<file path="src/rtl/button_debouncer.sv">
// rtl/button_debouncer.sv - per-bit synchronizer and stability-count debouncer with edge strobes
module button_debouncer #(
    parameter int WIDTH         = 5,
    parameter int STABLE_CYCLES = 50000,
    parameter int CNT_W         = 16
) (
    input  logic             clk,
    input  logic             reset,
    input  logic [WIDTH-1:0] raw,
    output logic [WIDTH-1:0] db,
    output logic [WIDTH-1:0] rise,
    output logic [WIDTH-1:0] fall,
    output logic             changed
);

    localparam logic [CNT_W-1:0] LAST = CNT_W'(STABLE_CYCLES - 1);

    logic [WIDTH-1:0] s1;
    logic [WIDTH-1:0] s2;
    logic [WIDTH-1:0] db_nx;
    logic [WIDTH-1:0] rise_nx;
    logic [WIDTH-1:0] fall_nx;
    logic [CNT_W-1:0] cnt    [WIDTH];
    logic [CNT_W-1:0] cnt_nx [WIDTH];

    // Any cycle where s2 agrees with db restarts the count, so only an
    // unbroken run of STABLE_CYCLES disagreeing samples moves db.
    always_comb begin
        db_nx   = db;
        rise_nx = '0;
        fall_nx = '0;
        for (int i = 0; i < WIDTH; i++) begin
            cnt_nx[i] = '0;
            if (s2[i] != db[i]) begin
                if (cnt[i] >= LAST) begin
                    db_nx[i]   = s2[i];
                    rise_nx[i] = s2[i];
                    fall_nx[i] = ~s2[i];
                end else begin
                    cnt_nx[i] = cnt[i] + 1'b1;
                end
            end
        end
    end

    always_ff @(posedge clk) begin
        if (reset) begin
            s1      <= '0;
            s2      <= '0;
            db      <= '0;
            rise    <= '0;
            fall    <= '0;
            changed <= 1'b0;
            for (int i = 0; i < WIDTH; i++) begin
                cnt[i] <= '0;
            end
        end else begin
            s1      <= raw;
            s2      <= s1;
            db      <= db_nx;
            rise    <= rise_nx;
            fall    <= fall_nx;
            changed <= |(rise_nx | fall_nx);
            for (int i = 0; i < WIDTH; i++) begin
                cnt[i] <= cnt_nx[i];
            end
        end
    end

endmodule

</file>
<file path="config.mk">
export PLATFORM = sky130hd
export DESIGN_NAME = button_debouncer
export DESIGN_NICKNAME = d
export VERILOG_FILES = /design/src/rtl/button_debouncer.sv
export SDC_FILE = /design/constraint.sdc
export NUM_CORES = 1
export LEC_CHECK = 0
export ABC_CLOCK_PERIOD_IN_PS = 1950
export BUFFER_PORTS_ARGS = -buffer_cell sky130_fd_sc_hd__buf_2
export CORE_ASPECT_RATIO = 0.75
export CORE_MARGIN = 3
export CORE_UTILIZATION = 35
export DETAILED_ROUTE_END_ITERATION = 7
export GPL_TIMING_DRIVEN = 0
export PLACE_DENSITY = 0.55
export SYNTH_ARGS = -nofsm -noshare
export SYNTH_HDL_FRONTEND = slang
export SYNTH_SLANG_ARGS = --single-unit
</file>
<file path="constraint.sdc">
create_clock -name clk -period 1.95 [get_ports clk]
set_input_delay 0.0975 -clock clk [delete_from_list [all_inputs] [get_ports clk]]
set_output_delay 0.0975 -clock clk [all_outputs]
set_load 0.01 [all_outputs]
</file>
==> flow_summary_export.csv <==
group,metric,value,unit
sta,tightest_slew,536,ps
floorplan,die_x,134,um
route,wirelength,8320,um
global_routing,antenna_found_initial,0,
sta,finalSetupViolations,0,
sta,slew_headroom,63.8,%
run,max_cap_viol_count,0,
min_path,hold_depth,4,
worst_setup_path,critPathKind,"reg -> reg",
sta,period_minus_slack,1880,ps
final_layout,fillers,1129,
floorplan,core_region_area,11800,sq um
yosys,synth-seq-area-share,49.6,%
sta,hold_viol_final,0,
floorplan,start_util,36.3,%
worst_setup_path,crit_required,2230,ps
clocking,clock-sinks,106,
pwr,leakage,1.78,nW
worst_setup_path,critPathArrivalTime,2160,ps
clocking,insertion_delay,340,ps
place,portBuffers,22,
worst_setup_path,cp_max_fo,10,
run_status,run_status,"finished, final reports clean",
route,drc_errors,0,
worst_setup_path,reg2reg_setup_slack,70,ps
clocking,htree_levels,3,
floorplan,fp.dieArea,13600,sq um
clocking,clkTransAtPathRegs,70,ps
sta,fmax,0.532,GHz
global_routing,overflow,0,
place,place.gp.congestion,0.789,
worst_setup_path,r2r-end,"cnt[0][42]",
sta,setup_ws,71.1,ps
place,hpwl,5690,um
final_layout,areaGrowthSynthToFinish,20.4,%
floorplan,io_pins,23,
clocking,cts_root_buffer,"clkbuf_16",
pwr,ir_worst_vdd,0.520,mV
clocking,numCtsBuffers,9,
final_layout,final_nets,521,
yosys,postSynthAreaPerCell,9.28,sq um
yosys,syn_inst,461,
route,viasPerCell,4.72,
worst_setup_path,r2r_start,"cnt[0][44]",
final_layout,drive_gt1_share,16.3,%
sta,period_share,96.4,%
place,dp_slack,-131,ps
yosys,synth_fp_nets,473,
min_path,hold_path_class,"in -> reg",
yosys,ys_seq_elements,106,
sta,fin_skew,7.39,ps
sta,rsz0062_at_grt,"true",
floorplan,die_h,102,um
yosys,yosysWarnings,0,
final_layout,diodes,0,
yosys,synth.cell_area,4280,sq um
clocking,cts_tree,"built",
floorplan,row_count,34,
clocking,cts_buffer_depth,2,
sta,finalSetupTns,0,ps
min_path,min_from,"reset",
yosys,ys_types,38,
place,placedCellCount,645,
route,via_count,3190,
global_routing,grt_pass1_vias,3032,
global_routing,grt_util_all_layers,13.1,%
worst_setup_path,crit_path_start_kind,"flip-flop",
worst_setup_path,r2r_cells,5,
min_path,hold_path_end,"cnt[0][37]",
route,dr.first_iter.drc_count,129,
route,dr.pass1.iters,4,
route,wire_per_inst,12.3,um
place,dpl_cell_area,4590,sq um
global_routing,grt_pass1_wl,14300,um
worst_setup_path,crit_path_end_kind,"flip-flop",
global_routing,grt_max_degree,19,
final_layout,design_area,5150,sq um
sta,slew_viol_final,0,
route,drt.antenna.violating_nets,0,
pwr,p_per_area,802,nW/um^2
final_layout,final_cell_count_no_fill,676,
-- worst max-delay path by stage --
stage	slack (ps)	cells after the start	to	startpoint
2_1_floorplan	90	8	cnt[0][15]	cnt[0][0]
3_3_place_gp	-70	8	cnt[0][11]	cnt[0][0]
5_1_grt	-50	5	cnt[0][40]	cnt[0][44]
6_report	70	5	cnt[0][42]	cnt[0][44]
3_5_place_dp	-130	8	cnt[0][79]	cnt[0][64]
4_1_cts	3	8	cnt[0][70]	cnt[0][64]
-- repair_timing --
action	4_1_cts	5_1_grt
gates resized for setup	16	14
hold buffers	5	0
endpoints found under the setup margin	30	61
hold endpoints to repair	5	0
pin swaps	6	5
buffers inserted	10	1
-- logic make-up after synthesis --
| group | synth area share (%) |
|---|---|
| DFF | 49.6 |
| xor gates and xnor gates | 14.1 |
| muxes | 1.17 |
| buffers and inverters | 2.46 |
| AOI/OAI and AO/OA | 4.33 |
| adders and majority gates | 1.46 |
| and+or+nand+nor | 26.8 |
-- layer usage --
layer	track usage (%)	vias to the layer above	routed length, um
li1	-	1658	-
met1	17.1	1480	4250
met2	20.8	41	3660
met3	3.92	11	279
met4	4.58	0	127
met5	0	-	0
-- state kept, by name (all words and copies together) (netlist names) --
register / cells
changed: 1
rise: 5
cnt: 80
s1: 5
s2: 5
db: 5
fall: 5
-- through the flow --
stage               hold WS, ps  util [%]  total power [mW]
finish                      190      43.7              4.13
detailed placement          326      38.9              2.29
CTS                         181      43.2              4.19
global placement            306      38.9              2.29
floorplan                   226         -              2.27
global route                200      43.7              4.29
-- power breakdown --
part	total (mW)	switching, mW	internal [mW]
sequential	2.18	0.00854	2.18
clock	1.87	0.825	1.05
combinational	0.0721	0.0378	0.0343
total	4.13	0.872	3.26
-- synth_stat cells --
master / count / share of area (%)
dfxtp_1: 106 / 50
nor2_1: 106 / 9.3
xnor2_1: 42 / 8.6
nand2_1: 28 / 2.5
xor2_1: 27 / 5.5
nand3_1: 20 / 2.3
and3_1: 12 / 1.8
nand4_1: 12 / 1.8
nor2b_1: 12 / 1.8
nor3_1: 11 / 1.3
inv_1: 9 / 0.79
nor4b_1: 8 / 1.6
or3_1: 6 / 0.88
a31oi_1: 5 / 0.73
and4_1: 5 / 1.0
clkbuf_1: 5 / 0.44
ha_1: 5 / 1.5
mux2i_1: 5 / 1.2
nor4bb_1: 4 / 0.94
buf_2: 3 / 0.35
nor4_1: 3 / 0.44
a211oi_1: 2 / 0.35
a21oi_1: 2 / 0.23
a31oi_2: 2 / 0.59
buf_6: 2 / 0.53
nand2_2: 2 / 0.29
o211a_1: 2 / 0.47
o211ai_1: 2 / 0.35
o21ai_0: 2 / 0.23
o41ai_2: 2 / 0.76
or4_1: 2 / 0.35
a21oi_2: 1 / 0.20
a2bb2oi_1: 1 / 0.20
and3_4: 1 / 0.26
buf_8: 1 / 0.35
nand2b_1: 1 / 0.15
nand4b_1: 1 / 0.20
o22a_1: 1 / 0.20
-- critical path, stage by stage (launching register included) --
cell	delay, ps
dfxtp_1	350
or4_1	540
a31oi_2	410
nand2_2	160
buf_2	230
nor2_1	120
-- layout by cell type, fill, tap and decap left out, types with 3 or more instances in the layout --
master and count:
nor2b_1 12, dfxtp_1 102, and3_1 11, mux2i_1 5
nand2_1 27, nor4bb_1 4, a31oi_1 5, and4_1 5
buf_2 24, nor3_1 11, nor2_2 10, nand3_1 20
clkbuf_16 9, inv_1 9, dfxtp_2 4, or3_1 5
nor2_1 95, ha_1 3, dlygate4sd3_1 5, nand4_1 12
buf_6 3, xnor2_1 42, nand2_2 3, xor2_1 27
nor4b_1 8, clkbuf_1 4, nor4_1 3, buf_4 11
-- layout make-up --
type                       count  area [sq um]  share of cell area, %
tap                          162           203                   3.94
inverter                       9          33.8                  0.656
clock buffer                  10           239                   4.64
clock inverter                 6          71.3                   1.38
sequential                   106          2130                   41.3
timing repair buffer          38           243                   4.71
buffer                        10          78.8                   1.53
multi-input combinational    335          2150                   41.8
Power figures use the tool's default switching activity.
